## src/rtl/pcie_stp_sdp_detect.sv

```systemverilog
// ---------------------------------------------------------------------------
// pcie_stp_sdp_detect
//   Receive-side framing parser for an 8b/10b PCIe link. Each cycle it scans
//   the descrambled lane symbols in lane order for STP, SDP, END and EDB. It
//   carries the packet state across lanes and cycles, measures packet length
//   and flags framing violations. All outputs are registered, so results
//   appear one cycle after the in_valid cycle.
//
// Ports
//   clk, rst_n    core clock, asynchronous active-low reset
//   in_valid      data_in/k_in qualify this cycle
//   data_in       lane n symbol at [8n+:8], lane 0 first in time
//   k_in          bit n set = lane n carries a K symbol
//   out_valid     registered in_valid
//   data_out      registered data_in
//   start_valid   first accepted STP/SDP of the cycle
//   start_dllp    1 = SDP, 0 = STP
//   start_lane    lane of the reported start token
//   end_valid     first accepted END/EDB of the cycle
//   end_bad       1 = EDB (nullified TLP)
//   end_lane      lane of the reported end token
//   pkt_len       closing length, both tokens included
//   in_packet     packet still open after the last lane
//   framing_err   at least one framing error this cycle
//   err_count     saturating count of framing-error cycles
// ---------------------------------------------------------------------------
module pcie_stp_sdp_detect #(
   parameter  int LINK_WIDTH = 16,
   localparam int LW         = $clog2(LINK_WIDTH)
) (
   input  logic                    clk,
   input  logic                    rst_n,
   input  logic                    in_valid,
   input  logic [8*LINK_WIDTH-1:0] data_in,
   input  logic [LINK_WIDTH-1:0]   k_in,
   output logic                    out_valid,
   output logic [8*LINK_WIDTH-1:0] data_out,
   output logic                    start_valid,
   output logic                    start_dllp,
   output logic [LW-1:0]           start_lane,
   output logic                    end_valid,
   output logic                    end_bad,
   output logic [LW-1:0]           end_lane,
   output logic [11:0]             pkt_len,
   output logic                    in_packet,
   output logic                    framing_err,
   output logic [7:0]              err_count
);

   localparam logic [7:0] K_STP = 8'hFB;
   localparam logic [7:0] K_SDP = 8'h5C;
   localparam logic [7:0] K_END = 8'hFD;
   localparam logic [7:0] K_EDB = 8'hFE;

   localparam logic [1:0] S_IDLE    = 2'd0;
   localparam logic [1:0] S_IN_TLP  = 2'd1;
   localparam logic [1:0] S_IN_DLLP = 2'd2;

   logic [1:0]  state_q, state_d;
   logic [11:0] len_q, len_d;

   // per-cycle scan results
   logic          sv_d, sd_d, ev_d, eb_d, err_d;
   logic [LW-1:0] sl_d, el_d;
   logic [11:0]   plen_d;

   logic          out_valid_q, start_valid_q, start_dllp_q, end_valid_q, end_bad_q;
   logic          in_packet_q, framing_err_q;
   logic [LW-1:0] start_lane_q, end_lane_q;
   logic [11:0]   pkt_len_q;
   logic [7:0]    err_count_q;
   logic [8*LINK_WIDTH-1:0] data_out_q;

   // Unrolled lane scan. 'stop' models "ignore the rest of the cycle" after
   // an error; only the first start and first end of a cycle are reported,
   // but later tokens still drive state and length.
   always_comb begin
      logic [7:0] sym;
      logic       is_start, is_end, stop;
      state_d  = state_q;
      len_d    = len_q;
      sv_d     = 1'b0;
      sd_d     = 1'b0;
      sl_d     = '0;
      ev_d     = 1'b0;
      eb_d     = 1'b0;
      el_d     = '0;
      plen_d   = '0;
      err_d    = 1'b0;
      stop     = 1'b0;
      sym      = '0;
      is_start = 1'b0;
      is_end   = 1'b0;
      for (int i = 0; i < LINK_WIDTH; i++) begin
         sym      = data_in[8*i +: 8];
         is_start = k_in[i] && (sym == K_STP || sym == K_SDP);
         is_end   = k_in[i] && (sym == K_END || sym == K_EDB);
         if (!stop) begin
            if (state_d == S_IDLE) begin
               if (is_start) begin
                  if ((i % 4) != 0) begin
                     err_d = 1'b1;
                     stop  = 1'b1;
                  end else begin
                     state_d = (sym == K_SDP) ? S_IN_DLLP : S_IN_TLP;
                     len_d   = 12'd1;
                     if (!sv_d) begin
                        sv_d = 1'b1;
                        sd_d = (sym == K_SDP);
                        sl_d = LW'(i);
                     end
                  end
               end else if (is_end) begin
                  err_d = 1'b1;
                  stop  = 1'b1;
               end
               // data and other K symbols between packets are ignored
            end else begin
               // length counts this lane before any end check, so the
               // closing length includes the end token itself
               if (len_d != 12'hFFF) len_d = len_d + 12'd1;
               if (is_start) begin
                  err_d = 1'b1;
                  stop  = 1'b1;
               end else if (is_end) begin
                  if (sym == K_EDB) begin
                     // EDB nullifies a TLP of any length; never legal on a DLLP
                     if (state_d == S_IN_TLP) begin
                        if (!ev_d) begin
                           ev_d   = 1'b1;
                           eb_d   = 1'b1;
                           el_d   = LW'(i);
                           plen_d = len_d;
                        end
                        state_d = S_IDLE;
                     end else begin
                        err_d = 1'b1;
                        stop  = 1'b1;
                     end
                  end else if ((state_d == S_IN_DLLP && len_d == 12'd8) ||
                               (state_d == S_IN_TLP && len_d[1:0] == 2'b00 && len_d >= 12'd20)) begin
                     if (!ev_d) begin
                        ev_d   = 1'b1;
                        eb_d   = 1'b0;
                        el_d   = LW'(i);
                        plen_d = len_d;
                     end
                     state_d = S_IDLE;
                  end else begin
                     err_d = 1'b1;
                     stop  = 1'b1;
                  end
               end else if (k_in[i]) begin
                  err_d = 1'b1;
                  stop  = 1'b1;
               end
            end
            if (stop) state_d = S_IDLE;
         end
      end
      if (state_d == S_IDLE) len_d = '0;
   end

   always_ff @(posedge clk or negedge rst_n) begin
      if (!rst_n) begin
         state_q       <= S_IDLE;
         len_q         <= '0;
         out_valid_q   <= 1'b0;
         data_out_q    <= '0;
         start_valid_q <= 1'b0;
         start_dllp_q  <= 1'b0;
         start_lane_q  <= '0;
         end_valid_q   <= 1'b0;
         end_bad_q     <= 1'b0;
         end_lane_q    <= '0;
         pkt_len_q     <= '0;
         in_packet_q   <= 1'b0;
         framing_err_q <= 1'b0;
         err_count_q   <= '0;
      end else begin
         out_valid_q <= in_valid;
         data_out_q  <= data_in;
         if (in_valid) begin
            state_q       <= state_d;
            len_q         <= len_d;
            start_valid_q <= sv_d;
            start_dllp_q  <= sd_d;
            start_lane_q  <= sl_d;
            end_valid_q   <= ev_d;
            end_bad_q     <= eb_d;
            end_lane_q    <= el_d;
            pkt_len_q     <= plen_d;
            in_packet_q   <= (state_d != S_IDLE);
            framing_err_q <= err_d;
            if (err_d && err_count_q != 8'hFF) err_count_q <= err_count_q + 8'd1;
         end else begin
            // idle cycle: no events, packet state and in_packet hold
            start_valid_q <= 1'b0;
            end_valid_q   <= 1'b0;
            framing_err_q <= 1'b0;
         end
      end
   end

   assign out_valid   = out_valid_q;
   assign data_out    = data_out_q;
   assign start_valid = start_valid_q;
   assign start_dllp  = start_dllp_q;
   assign start_lane  = start_lane_q;
   assign end_valid   = end_valid_q;
   assign end_bad     = end_bad_q;
   assign end_lane    = end_lane_q;
   assign pkt_len     = pkt_len_q;
   assign in_packet   = in_packet_q;
   assign framing_err = framing_err_q;
   assign err_count   = err_count_q;

endmodule

```

## config.mk

```make
export PLATFORM = sky130hd
export DESIGN_NAME = pcie_stp_sdp_detect
export DESIGN_NICKNAME = d
export VERILOG_FILES = /design/src/rtl/pcie_stp_sdp_detect.sv
export SDC_FILE = /design/constraint.sdc
export NUM_CORES = 1
export LEC_CHECK = 0
export CAP_MARGIN = 20
export CORE_ASPECT_RATIO = 0.6
export CORE_UTILIZATION = 54
export CTS_BUF_LIST = sky130_fd_sc_hd__clkbuf_8
export CTS_CLUSTER_SIZE = 24
export DETAILED_ROUTE_END_ITERATION = 8
export GPL_TIMING_DRIVEN = 1
export PLACE_DENSITY = 0.87
export SLEW_MARGIN = 10
export SYNTH_ARGS = -nofsm -noshare
export SYNTH_HDL_FRONTEND = slang
export SYNTH_SLANG_ARGS = --single-unit
export TNS_END_PERCENT = 50
```

## constraint.sdc

```tcl
create_clock -name clk -period 28.3 [get_ports clk]
set_clock_uncertainty 0.15 [all_clocks]
set_input_delay 5.66 -clock clk [delete_from_list [all_inputs] [get_ports clk]]
set_output_delay 5.66 -clock clk [all_outputs]
set_load 0.005 [all_outputs]
```

==> results.toml, run 1 <==
[synth]
ys_async_sr_fraction = 1.000
ys.flop_type = "dfrtp_1"
netlist_area_sq_mm = 0.02733
yosys_warnings = 0
yosysSeqAreaShare = 0.1602
synth-edff-count = 0
synth_cells = 3801
syn_area_per_cell_sq_um = 7.190
ys_seq_elements = 175
yosysUniqueCellTypes = 146

[global_route]
grt_pass1_wl_um = 373400
track_usage = 0.9402
grt_start_max_net_pins = 117
gr-total-overflow = 2032
grt_pass1_vias = 58480

[outcome]
lastStage = "global routing (5_1_grt)"
firstError = "[ERROR GRT-0116] Global routing finished with congestion. Check the congestion regions in the DRC Viewer."
status = "did not finish"

[die]
die_x_um = 292.4
start_util = 0.5503
die-height_um = 176.3
rows = 63
ios = 310

[clock_network]
root_buffer = "clkbuf_8"
h-tree-depth = 4
cts_buffers = 17
clock-sinks = 175
clk_path_buf_depth = 2

[placed_design]
preCtsSetupSlack_ps = -1840
hpwl_um = 132600
gp_congestion = 1.256
numPortBuffers = 307
[cells in the mapped netlist (17+ instances only)]
cell type,instances,area share
a211o_1,26,0.0083
a211oi_1,46,0.013
a21o_1,52,0.014
a21oi_1,284,0.052
a221oi_1,21,0.0067
a31oi_1,97,0.022
a41oi_1,17,0.0054
and2_1,60,0.014
and3_1,69,0.016
and4_1,20,0.0064
buf_2,66,0.012
buf_4,21,0.0058
clkbuf_1,80,0.011
dfrtp_1,175,0.16
ha_1,17,0.0078
inv_1,78,0.011
mux2_2,49,0.020
mux2i_1,60,0.022
nand2_1,370,0.051
nand2b_1,42,0.0096
nand3_1,169,0.031
nand4_1,83,0.019
nor2_1,367,0.050
nor2b_1,28,0.0064
nor3_1,149,0.027
nor3b_1,23,0.0063
nor4_1,82,0.019
o2111ai_1,17,0.0054
o211a_1,17,0.0062
o211ai_1,69,0.019
o21a_1,41,0.011
o21ai_0,183,0.034
o21ai_1,65,0.012
o221ai_1,25,0.0080
o22ai_1,45,0.010
o31ai_1,45,0.012
or2_2,24,0.0055
or3_1,42,0.0096
or4_1,22,0.0060
xnor2_1,97,0.031
xor2_1,19,0.0061
[logic make-up after synthesis]
logic type                 synth area share
AOI/OAI and AO/OA                    0.3811
buffers and inverters               0.04217
DFF                                  0.1602
xor gates and xnor gates            0.03896
adders and majority gates          0.007783
and+or+nand+nor                      0.3208
muxes                               0.04885
other                             0.0001372
[per-layer routing]
layer / global-route usage / overflow
met1: 0.9007 / 267
met2: 1.037 / 967
met3: 0.8965 / 307
met4: 0.9317 / 427
met5: 0.8565 / 64
[timing repair]
item / 4_1_cts
cloned: 1
buffers inserted: 77
hold buffers: 0
resized for setup: 207
endpoints found under the setup margin: 42
pin swaps: 127
[through the flow]
step / instances / utilization / cell area, sq um
after floorplan: 3802 / - / 28370
after global placement: 5779 / 0.8123 / 40340
after detailed placement: 5779 / 0.8123 / 40340
after CTS: 5888 / 0.8528 / 42350
==> run 2, diff against run 1 <==
CORE_ASPECT_RATIO = default   (was 0.6)
CORE_UTILIZATION = 40   (was 54)
CTS_BUF_LIST = default   (was sky130_fd_sc_hd__clkbuf_8)
CTS_CLUSTER_SIZE = default   (was 24)
PLACE_DENSITY = default   (was 0.87)
PLACE_DENSITY_LB_ADDON = 0.15   (was default)
clock period = 36.8 ns   (was 28.3 ns; I/O delays follow)
==> results.toml, run 2 <==
[finish]
layout_commonest_cell = "nand2_1"
final_cell_mix = "nand2_1, nor2_1, clkdlybuf4s50_1"
drive_gt1_frac = 0.1237
largest_reg_flops = 128
final_area_sq_mm = 0.03303
layout.nets = 4321
final_cells = 5044
area_delta_synth_final_pct = 20.85
n_fill_cell = 6881

[drt]
avgViaCountPerCell = 6.793
wl_per_cell_um = 24.67
ant_nets = 0
wl_um = 124400
dr.pass1.iters = 8
drtIter0Drc = 4022
vias = 34270
drc = 0

[global_route]
antenna_found_initial = 2
grt_pass1_wl_um = 189100
grt_pass1_vias = 31100
gr-total-overflow = 0
grt_start_max_net_pins = 76
track_usage = 0.3440

[timing]
post-route-period-util = 0.9525
fmax_mhz = 28.53
rsz0062_at_grt = "false"
finalSetupViolCount = 0
hold_viol_final = 0
fin_setup_tns_ps = 0
fin_crit_ps = 35050
tightestPinTransition_ps = 1253
drv_slew = 0
slew_headroom = 0.1597

[pwr]
netSwitchingFraction = 0.5289
p_switching_uw = 689.6
clock_power_share = 0.161
p_int_uw = 614.2
ir_drop_uv = 30.70
p_total_uw = 1304
p_seq_frac = 0.162
combPwrFrac = 0.677
p_per_area_mw_per_mm2 = 39.48
p_leak_uw = 0.01182

[die]
die-height_um = 263.4
die_x_um = 263.4
start_util = 0.4055
rows = 95
die-area_sq_mm = 0.06937
fp.coreArea_sq_mm = 0.06740
ios = 310

[synth]
yosysTopAreaCellShare = 0.1602
yosysUniqueCellTypes = 146
ys_async_sr_fraction = 1.000
synth-edff-count = 0
synth.top_cells.by_count = "nand2_1, nor2_1, a21oi_1, o21ai_0, dfrtp_1"
netlist_area_sq_mm = 0.02733
yosysSeqAreaShare = 0.1602
synth_area_leaders = "dfrtp_1, a21oi_1, nand2_1, nor2_1, o21ai_0"
synth_cells = 3801
syn_area_per_cell_sq_um = 7.190
yosys_warnings = 0
synth_area_leader_cell = "dfrtp_1"
ys_seq_elements = 175
synth.most_common_cell = "nand2_1"
ys.flop_type = "dfrtp_1"

[setup_path]
critical-path-max-stage-delay_ps = 620
slowest_stage = "or4_1"
start_kind = "input pin"
cp.required_ps = 37070
r2r_cells = 120
worst_r2r_endpoint = "err_count[1]"
cpMostUsedCell = "ha_1"
r2r_start = "len_q[0]"
crit_fanout = 12
path_class = "input pin to register"
cp_data_arrival_time_ps = 35320
end_kind = "register"
reg2reg_slack_ps = 7710

[clock_network]
root_buffer = "clkbuf_16"
clk_path_buf_depth = 2
cts_tree = "done"
clock-sinks = 175
cts.clk_slew.worst_paths_ps = 100
cts_buffers = 17
h-tree-depth = 4
clk_latency_ps = 530

[placed_design]
numPortBuffers = 307
placed_cells = 5007
post_dp_cell_area_sq_mm = 0.03218
gp_congestion = 0.9993
hpwl_um = 99500

[outcome]
status = "finished clean"

[worst_hold_path]
hp-start = "pkt_len[4]"
holdPathStages = 1
hp-class = "register to register"
hold_end = "pkt_len[4]"

[run]
drv_cap = 0
## run 2: cell counts after synthesis
No cell type changed its count.
## run 2: power groups by stage
stage / registers [uW] / logic [uW] / clock network (uW)
floorplan: 214 / 524 / 0
global placement: 214 / 845 / 0
detailed placement: 214 / 832 / 0
CTS: 211 / 837 / 217
global route: 212 / 935 / 221
finish: 211 / 883 / 210
## run 2: metal layers
| metal | wire, um | global-route usage |
|---|---|---|
| met1 | 55820 | 0.4971 |
| met2 | 53010 | 0.5122 |
| met3 | 11820 | 0.06230 |
| met4 | 3780 | 0.1086 |
| met5 | 0 | 0 |
## run 2: how the worst max path moves through the flow
stage,start,to,cells past startpoint
final,data_in[0],err_count[1],121
after global routing,data_in[0],err_count[1],121
after CTS,data_in[0],pkt_len[8],123
after detailed placement,data_in[0],pkt_len[8],123
after global placement,data_in[0],pkt_len[8],120
after floorplan,data_in[0],err_count[1],143
## run 2: cells by family after synthesis
family,synth area share
mux,0.04885
fa+ha+maj,0.007783
xor+xnor,0.03896
compound gates,0.3811
other cells,0.0001372
flops,0.1602
simple gates,0.3208
buf+inv,0.04217
## run 2: repair_timing
action	in CTS	in global routing
resized for setup	0	30
buffers inserted	0	3
hold buffers	0	0
endpoints found under the setup margin	0	42
## run 2: critical path, delay by kind of cell
kind	cells	cell delay (ps)
mux	9	2870
xor+xnor	2	430
fa+ha+maj	12	2970
compound gates	46	9870
buf+inv	17	2680
simple gates	35	9060
## run 2: layout make-up
type	count	area, sq um	share of cell area
multi-input combinational	3367	21970	0.6653
timing repair buffer	512	4631	0.1402
sequential	175	4379	0.1326
tap	873	1092	0.03307
clock buffer	17	425.4	0.01288
inverter	84	315.3	0.009547
clock inverter	15	209.0	0.006327
antenna	1	2.502	0.00007577
## run 2: stage by stage
step / setup WS [ps] / hold slack (ps) / utilization
finish: 1747 / 368.2 / 0.4900
global route: 6.054 / 386.8 / 0.4900
CTS: 269.1 / 365.2 / 0.4869
detailed placement: -162.5 / 337.0 / 0.4775
global placement: 618.3 / 330.5 / 0.4775
floorplan: 764.9 / 324.2 / -
No activity file was read; power rests on OpenSTA's default activity.
